**src/rtl/gaussian_pkg.sv**
```systemverilog
// Shared constants, FSM state type and window slice helper for the
// Gaussian window generator.
package gaussian_pkg;

  localparam int BITS    = 8;
  localparam int WIDTH   = 7;
  localparam int MASKLEN = BITS * WIDTH * WIDTH;
  localparam int ADDRLEN = 21;
  localparam int LB_ROWS = WIDTH - 1;

  typedef enum logic [2:0] {
    ST_IDLE,
    ST_RD,
    ST_CAP,
    ST_OUT,
    ST_FIN
  } state_t;

  // Bit offset of window pixel (row r, column c); row 0 / column 0 is top-left.
  function automatic int win_idx(input int r, input int c);
    return BITS * (r * WIDTH + c);
  endfunction

endpackage

```
**src/rtl/gaussian_window_gen_if.sv**
```systemverilog
// DRAM read port plus window valid/ready stream of the Gaussian window
// generator. Optional coordinate signals exist only with GWIN_COORD_EN.
interface gaussian_window_gen_if;
  import gaussian_pkg::*;

  logic               rd_en;
  logic [ADDRLEN-1:0] rd_addr;
  logic [BITS-1:0]    rd_data;
  logic               win_valid;
  logic               win_ready;
  logic [MASKLEN-1:0] win_data;
`ifdef GWIN_COORD_EN
  logic [ADDRLEN-1:0] win_x;
  logic [ADDRLEN-1:0] win_y;

  modport master (output rd_en, rd_addr, input rd_data,
                  output win_valid, win_data, input win_ready,
                  output win_x, win_y);
  modport slave  (input rd_en, rd_addr, output rd_data,
                  input win_valid, win_data, output win_ready,
                  input win_x, win_y);
`else
  modport master (output rd_en, rd_addr, input rd_data,
                  output win_valid, win_data, input win_ready);
  modport slave  (input rd_en, rd_addr, output rd_data,
                  input win_valid, win_data, output win_ready);
`endif

endinterface

```
**src/rtl/gwin_line_buffer.sv**
```systemverilog
// Six-row line store addressed by column. One column word holds the six
// previous rows at that column (row 0 oldest), so a CAP cycle is a single
// read-modify-write of one word. Contents are never cleared: every word is
// written before the window gate lets it reach an output.
module gwin_line_buffer
  import gaussian_pkg::*;
#(
  parameter int IMG_W = 64,
  parameter int CW    = $clog2(IMG_W)
) (
  input  logic                    clk,
  input  logic                    i_we,
  input  logic [CW-1:0]           i_col,
  input  logic [LB_ROWS*BITS-1:0] i_wdata,
  output logic [LB_ROWS*BITS-1:0] o_rdata
);

  logic [LB_ROWS*BITS-1:0] r_mem [IMG_W];

  assign o_rdata = r_mem[i_col];

  // Write back the shifted column in the same cycle it is read.
  always_ff @(posedge clk) begin
    if (i_we) r_mem[i_col] <= i_wdata;
  end

endmodule

```
**src/rtl/gaussian_window_gen.sv**
```systemverilog
// Raster-scans an IMG_W x IMG_H image from pixel DRAM, keeps six line
// buffers plus a 7x7 shift window, and emits each fully interior window
// under valid/ready. Optional macro GWIN_COORD_EN adds win_x/win_y
// (window centre coordinates) on the interface.
module gaussian_window_gen
  import gaussian_pkg::*;
#(
  parameter int IMG_W = 64,
  parameter int IMG_H = 64
) (
  input  logic                  clk,
  input  logic                  rst,
  input  logic                  start,
  output logic                  busy,
  output logic                  done,
  gaussian_window_gen_if.master bus
);

  localparam int                 LP_CW     = $clog2(IMG_W);
  localparam logic [ADDRLEN-1:0] LP_X_LAST = ADDRLEN'(IMG_W - 1);
  localparam logic [ADDRLEN-1:0] LP_Y_LAST = ADDRLEN'(IMG_H - 1);
  localparam logic [ADDRLEN-1:0] LP_EDGE   = ADDRLEN'(WIDTH - 1);
  localparam logic [ADDRLEN-1:0] LP_ONE    = ADDRLEN'(1);
  localparam logic [ADDRLEN-1:0] LP_HALF   = ADDRLEN'(WIDTH / 2);

  state_t               r_state;
  logic [ADDRLEN-1:0]   r_x;
  logic [ADDRLEN-1:0]   r_y;
  logic [ADDRLEN-1:0]   r_pix;
  logic                 r_rd_en;
  logic [ADDRLEN-1:0]   r_rd_addr;
  logic                 r_win_valid;
  logic [MASKLEN-1:0]   r_win_data;
  logic [MASKLEN-1:0]   r_win;
  logic                 r_busy;
  logic                 r_done;
`ifdef GWIN_COORD_EN
  logic [ADDRLEN-1:0]   r_win_x;
  logic [ADDRLEN-1:0]   r_win_y;
`endif

  logic [LB_ROWS*BITS-1:0] w_lb_rd;
  logic [LB_ROWS*BITS-1:0] w_lb_wr;
  logic [WIDTH*BITS-1:0]   w_col;
  logic [MASKLEN-1:0]      w_win_shift;
  logic [ADDRLEN-1:0]      w_x_nxt;
  logic [ADDRLEN-1:0]      w_y_nxt;
  logic                    w_at_window;
  logic                    w_last;

  // Raster advance; the pixel counter r_pix tracks y*IMG_W+x without a multiply.
  assign w_x_nxt     = (r_x == LP_X_LAST) ? '0 : r_x + LP_ONE;
  assign w_y_nxt     = (r_x == LP_X_LAST) ? r_y + LP_ONE : r_y;
  assign w_at_window = (r_x >= LP_EDGE) && (r_y >= LP_EDGE);
  assign w_last      = (r_x == LP_X_LAST) && (r_y == LP_Y_LAST);

  // New column (stored rows on top, fresh pixel at bottom) and the shifted window.
  always_comb begin
    w_col       = {bus.rd_data, w_lb_rd};
    w_lb_wr     = w_col[WIDTH*BITS-1:BITS];
    w_win_shift = '0;
    for (int r = 0; r < WIDTH; r++) begin
      for (int c = 0; c < WIDTH; c++) begin
        if (c < WIDTH - 1)
          w_win_shift[win_idx(r, c) +: BITS] = r_win[win_idx(r, c + 1) +: BITS];
        else
          w_win_shift[win_idx(r, c) +: BITS] = w_col[r*BITS +: BITS];
      end
    end
  end

  gwin_line_buffer #(
    .IMG_W (IMG_W),
    .CW    (LP_CW)
  ) u_line_buffer (
    .clk     (clk),
    .i_we    (r_state == ST_CAP),
    .i_col   (r_x[LP_CW-1:0]),
    .i_wdata (w_lb_wr),
    .o_rdata (w_lb_rd)
  );

  // Working window shifts one column per captured pixel; no reset needed.
  always_ff @(posedge clk) begin
    if (r_state == ST_CAP) r_win <= w_win_shift;
  end

  // Scan sequencer with registered bus outputs.
  always_ff @(posedge clk) begin
    if (rst) begin
      r_state     <= ST_IDLE;
      r_x         <= '0;
      r_y         <= '0;
      r_pix       <= '0;
      r_rd_en     <= 1'b0;
      r_rd_addr   <= '0;
      r_win_valid <= 1'b0;
      r_win_data  <= '0;
      r_busy      <= 1'b0;
      r_done      <= 1'b0;
`ifdef GWIN_COORD_EN
      r_win_x     <= '0;
      r_win_y     <= '0;
`endif
    end else begin
      case (r_state)
        ST_IDLE: begin
          r_done <= 1'b0;
          if (start) begin
            r_x       <= '0;
            r_y       <= '0;
            r_pix     <= '0;
            r_rd_addr <= '0;
            r_rd_en   <= 1'b1;
            r_busy    <= 1'b1;
            r_state   <= ST_RD;
          end
        end
        ST_RD: begin
          r_rd_en <= 1'b0;
          r_state <= ST_CAP;
        end
        ST_CAP: begin
          if (w_at_window) begin
            r_win_data  <= w_win_shift;
            r_win_valid <= 1'b1;
`ifdef GWIN_COORD_EN
            r_win_x     <= r_x - LP_HALF;
            r_win_y     <= r_y - LP_HALF;
`endif
            r_state     <= ST_OUT;
          end else begin
            r_x       <= w_x_nxt;
            r_y       <= w_y_nxt;
            r_pix     <= r_pix + LP_ONE;
            r_rd_addr <= r_pix + LP_ONE;
            r_rd_en   <= 1'b1;
            r_state   <= ST_RD;
          end
        end
        ST_OUT: begin
          if (bus.win_ready) begin
            r_win_valid <= 1'b0;
            if (w_last) begin
              r_busy  <= 1'b0;
              r_done  <= 1'b1;
              r_state <= ST_FIN;
            end else begin
              r_x       <= w_x_nxt;
              r_y       <= w_y_nxt;
              r_pix     <= r_pix + LP_ONE;
              r_rd_addr <= r_pix + LP_ONE;
              r_rd_en   <= 1'b1;
              r_state   <= ST_RD;
            end
          end
        end
        ST_FIN: begin
          r_done  <= 1'b0;
          r_state <= ST_IDLE;
        end
        default: r_state <= ST_IDLE;
      endcase
    end
  end

  assign bus.rd_en     = r_rd_en;
  assign bus.rd_addr   = r_rd_addr;
  assign bus.win_valid = r_win_valid;
  assign bus.win_data  = r_win_data;
`ifdef GWIN_COORD_EN
  assign bus.win_x     = r_win_x;
  assign bus.win_y     = r_win_y;
`endif
  assign busy          = r_busy;
  assign done          = r_done;

endmodule

```
**src/flat_wrapper.sv**
```systemverilog
// flat-port wrapper written by rule: the top's interface ports become plain ports
module gaussian_window_gen_flat import gaussian_pkg::*;
#(
  parameter int IMG_W = 64,
  parameter int IMG_H = 64
)
  (clk, rst, start, busy, done, bus_rd_en, bus_rd_addr, bus_rd_data, bus_win_valid, bus_win_data, bus_win_ready);
  gaussian_window_gen_if bus_i ();
  input  logic clk;
  input  logic rst;
  input  logic start;
  output logic busy;
  output logic done;
  output wire logic [$bits(bus_i.rd_en)-1:0] bus_rd_en;
  output wire logic [$bits(bus_i.rd_addr)-1:0] bus_rd_addr;
  input wire logic [$bits(bus_i.rd_data)-1:0] bus_rd_data;
  output wire logic [$bits(bus_i.win_valid)-1:0] bus_win_valid;
  output wire logic [$bits(bus_i.win_data)-1:0] bus_win_data;
  input wire logic [$bits(bus_i.win_ready)-1:0] bus_win_ready;
  assign bus_rd_en = bus_i.rd_en;
  assign bus_rd_addr = bus_i.rd_addr;
  assign bus_i.rd_data = bus_rd_data;
  assign bus_win_valid = bus_i.win_valid;
  assign bus_win_data = bus_i.win_data;
  assign bus_i.win_ready = bus_win_ready;
  gaussian_window_gen #(.IMG_W(IMG_W), .IMG_H(IMG_H)) u_core (.clk(clk), .rst(rst), .start(start), .busy(busy), .done(done), .bus(bus_i));
endmodule
```
**config.mk**
```make
export PLATFORM = sky130hd
export DESIGN_NAME = gaussian_window_gen_flat
export DESIGN_NICKNAME = d
export VERILOG_FILES = /design/src/rtl/gaussian_pkg.sv /design/src/rtl/gaussian_window_gen_if.sv /design/src/rtl/gwin_line_buffer.sv /design/src/rtl/gaussian_window_gen.sv /design/src/flat_wrapper.sv
export SDC_FILE = /design/constraint.sdc
export NUM_CORES = 2
export LEC_CHECK = 0
export CORE_MARGIN = 5
export CORE_UTILIZATION = 40
export CTS_BUF_LIST = sky130_fd_sc_hd__clkbuf_4
export DETAILED_ROUTE_END_ITERATION = 8
export PLACE_DENSITY = 0.66
export SYNTH_ARGS = -nofsm -noshare
export SYNTH_HDL_FRONTEND = slang
export SYNTH_HIERARCHICAL = 1
export SYNTH_SLANG_ARGS = --single-unit
```
**constraint.sdc**
```tcl
create_clock -name clk -period 20 [get_ports clk]
set_clock_uncertainty 0.05 [all_clocks]
set_input_delay 3 -clock clk [delete_from_list [all_inputs] [get_ports clk]]
set_output_delay 3 -clock clk [all_outputs]
set_load 0.03 [all_outputs]
```
==> results.ini <==
[clock_tree]
post_cts_buffers=0
cts-resized-gates=0
holdBufCountCts=0
cts_root_buffer=clkbuf_4
htree_levels=6
clock-sinks=3870
clk_pin_slew_worst_paths_ps=70
cts_tree=built
clock_path_buffers=4
cts_made_buffers=931
clk-insertion-delay-late_ps=1740

[route]
ant_nets=0
firstDrtPassIters=9
drt_iter0_markers=13951
routed_via_density=5.981
wl_per_cell_um=29.93
drc=1
wl_um=458900
vias=91705

[global_routing]
grt_pass1_vias=88663
grt_pass1_wl_um=642100
grt_max_degree=192
grt_remaining_overflow=0
grt_antenna_before_repair=27
grt_util_all_layers_pct=23.69

[sta]
slew_headroom_pct=5.150
min_period_over_period_pct=32.36
rsz0062_at_grt=no
drv_slew=0
fin_tns_setup_ps=0
holdWs_ps=357.4
tightest_slew_ps=1421
max_freq_ghz=0.1545
min_period_ps=6471
setup_violations=0
hold_violations=0

[finish]
final_cells=15332
area_growth_pct=15.40
layout-drive-gt1-share_pct=21.48
final_common_cell=edfxtp_1
final_area_um2=165900
nNetsFinal=9819
final_cell_mix=3,408 x edfxtp_1, 1,424 x clkbuf_4, 896 x nand2_1, 693 x a21oi_1, 494 x a22oi_1
fill_cells=30650

[pwr]
leakagePower_nw=51.66
swShare_pct=22.06
clkPwrFrac_pct=41.3
power_frac_seq_pct=56.4
peakVddDrop_uv=55.24
p_total_mw=15.70
p_sw_mw=3.463
powerDensity_nw_per_um2=94.64
combPwrFrac_pct=2.3
p_int_mw=12.24

[critical_path]
cp_max_fo=45
crit_path_start_kind=flop
reg2regPathDepth=6
arrival_ps=7590
cpLargestDelayFamily=simple AND/OR/NAND/NOR gates
cp_cell_sequence=buf_4 > nor2b_4 > buf_4 > nand3_1 > nor2_4 > buf_4
timing.rr.end=u_core/u_line_buffer/r_mem[30][27]
cpMostUsedCell=buf_4
crit_type=flop to flop
end_kind=flop
critical_path_required_ps=21120
cpMaxStageDelayCell=nor2_4
r2r_slack_ps=13530
cp_slowest_stage_delay_ps=1200
r2r-start=u_core/r_x[0]
crit_buf_inv=3

[logic_synthesis]
synth-simple-area-share_pct=4.492
syn_area_um2=143800
yosys.cell_types.count=74
synth.avg_cell_area_um2=16.28
yosysSeqAreaShare_pct=77.63
yosysWarnings=6
synthAdderAreaFrac_pct=0.04352
synth_edf_count=3408
synth_mux_area_share_pct=5.853
synth_compound_area_share_pct=10.02
synth-async-reset-ratio_pct=0
yosys_register_bits=3870
syn_nets=8849
synthCells=8832
synth-xor-area-share_pct=0.01219
ys.flop_type=edfxtp_1
synth_top_family_by_area=compound AO/OA/AOI/OAI gates

[status]
outcome=finished with violations
failed_checks=DRC

[hold_path]
hold_start=u_core/r_win[386]
min_path_cells=0
min_path_type=flop to flop
holdPathEnd=u_core/r_win[378]

[placement]
io_buffer_count=428
hpwl_um=243200
place_congestion=0.8462
placed_area_um2=153700
placedCellCount=13642

[die]
fp.coreArea_um2=358700
ios=429
die_area_um2=371500
die_h_um=609.5
die_w_um=609.5
rows=220
start_util_pct=40.08

[flow_run]
maxCapViolations=0

==> per-stage QoR <==
stage	util [%]	setup WS [ps]
after floorplan	-	5845
after global placement	42.86	13830
after detailed placement	42.86	13780
after CTS	46.24	13680
after global routing	46.25	13420
final	46.25	13530
==> metal layers <==
metal / global-route usage [%] / wire (um)
met5: 0 / 58
met4: 11.34 / 23080
met3: 6.817 / 60450
met1: 30.96 / 166500
met2: 36.51 / 208900
==> kinds of logic after synthesis <==
group | count (synthesis)
and+or+nand+nor | 1499
adders and majority gates | 5
DFF | 3870
xor gates and xnor gates | 2
AOI/OAI and AO/OA | 2158
buffers and inverters | 629
muxes | 669
==> cells in the mapped netlist (all sizes together) (28+ instances only) <==
| cell | count | area (um2) |
|---|---|---|
| dfxtp | 462 | 9249 |
| mux2i | 286 | 2863 |
| or3 | 46 | 287.8 |
| buf | 278 | 1496 |
| and3 | 44 | 275.3 |
| mux2 | 273 | 3074 |
| nand3 | 69 | 355.3 |
| nor2 | 307 | 1152 |
| edfxtp | 3408 | 102300 |
| o211ai | 28 | 210.2 |
| or4 | 35 | 262.8 |
| a21oi | 694 | 3477 |
| o21ai | 256 | 1285 |
| a221oi | 448 | 3924 |
| a22oi | 494 | 3709 |
| nand2 | 898 | 3371 |
| clkbuf | 338 | 1269 |
| o22ai | 96 | 600.6 |
| mux4 | 110 | 2477 |
==> power by group through the flow <==
stage,clock [mW],sequential [mW],combinational [mW]
detailed placement,0,9.03,0.348
CTS,6.58,8.85,0.349
global route,7.05,8.85,0.374
finish,6.49,8.86,0.356
global placement,0,9.03,0.336
floorplan,0,9.03,0.192
==> area by class of cell <==
| class | instances | area (um2) | share of cell area (%) |
|---|---|---|---|
| Sequential cell | 3870 | 111600 | 67.27 |
| Multi-Input combinational cell | 4333 | 30050 | 18.12 |
| Clock buffer | 1424 | 10690 | 6.444 |
| Timing Repair Buffer | 653 | 6063 | 3.655 |
| Tap cell | 4773 | 5972 | 3.600 |
| Clock inverter | 254 | 1428 | 0.8606 |
| Inverter | 13 | 53.80 | 0.03243 |
| Antenna cell | 12 | 30.03 | 0.01810 |
==> flip-flops by register name, summed over array words and instances (netlist names), 3 cells and up <==
| register | flops |
|---|---|
| u_core/u_line_buffer/r_mem | 3072 |
| u_core/r_x | 21 |
| u_core/r_state | 3 |
| u_core/r_win | 336 |
| u_core/r_y | 21 |
| u_core/bus.rd_addr | 21 |
| u_core/bus.win_data | 392 |
==> worst max path at each step <==
stage,slack [ps],startpoint,depth (start not counted),to
floorplan,5850,u_core/r_state[2],4,u_core/u_line_buffer/r_mem[60][0]
finish,13530,u_core/r_x[0],6,u_core/u_line_buffer/r_mem[30][27]
CTS,13680,u_core/bus.win_data[221],1,bus_win_data[221]
detailed placement,13780,u_core/r_x[2],10,u_core/r_win[161]
global route,13420,u_core/r_x[2],12,u_core/bus.win_data[161]
global placement,13830,rst,5,u_core/bus.win_data[164]
Note: power is estimated with default switching activity, not from simulation.
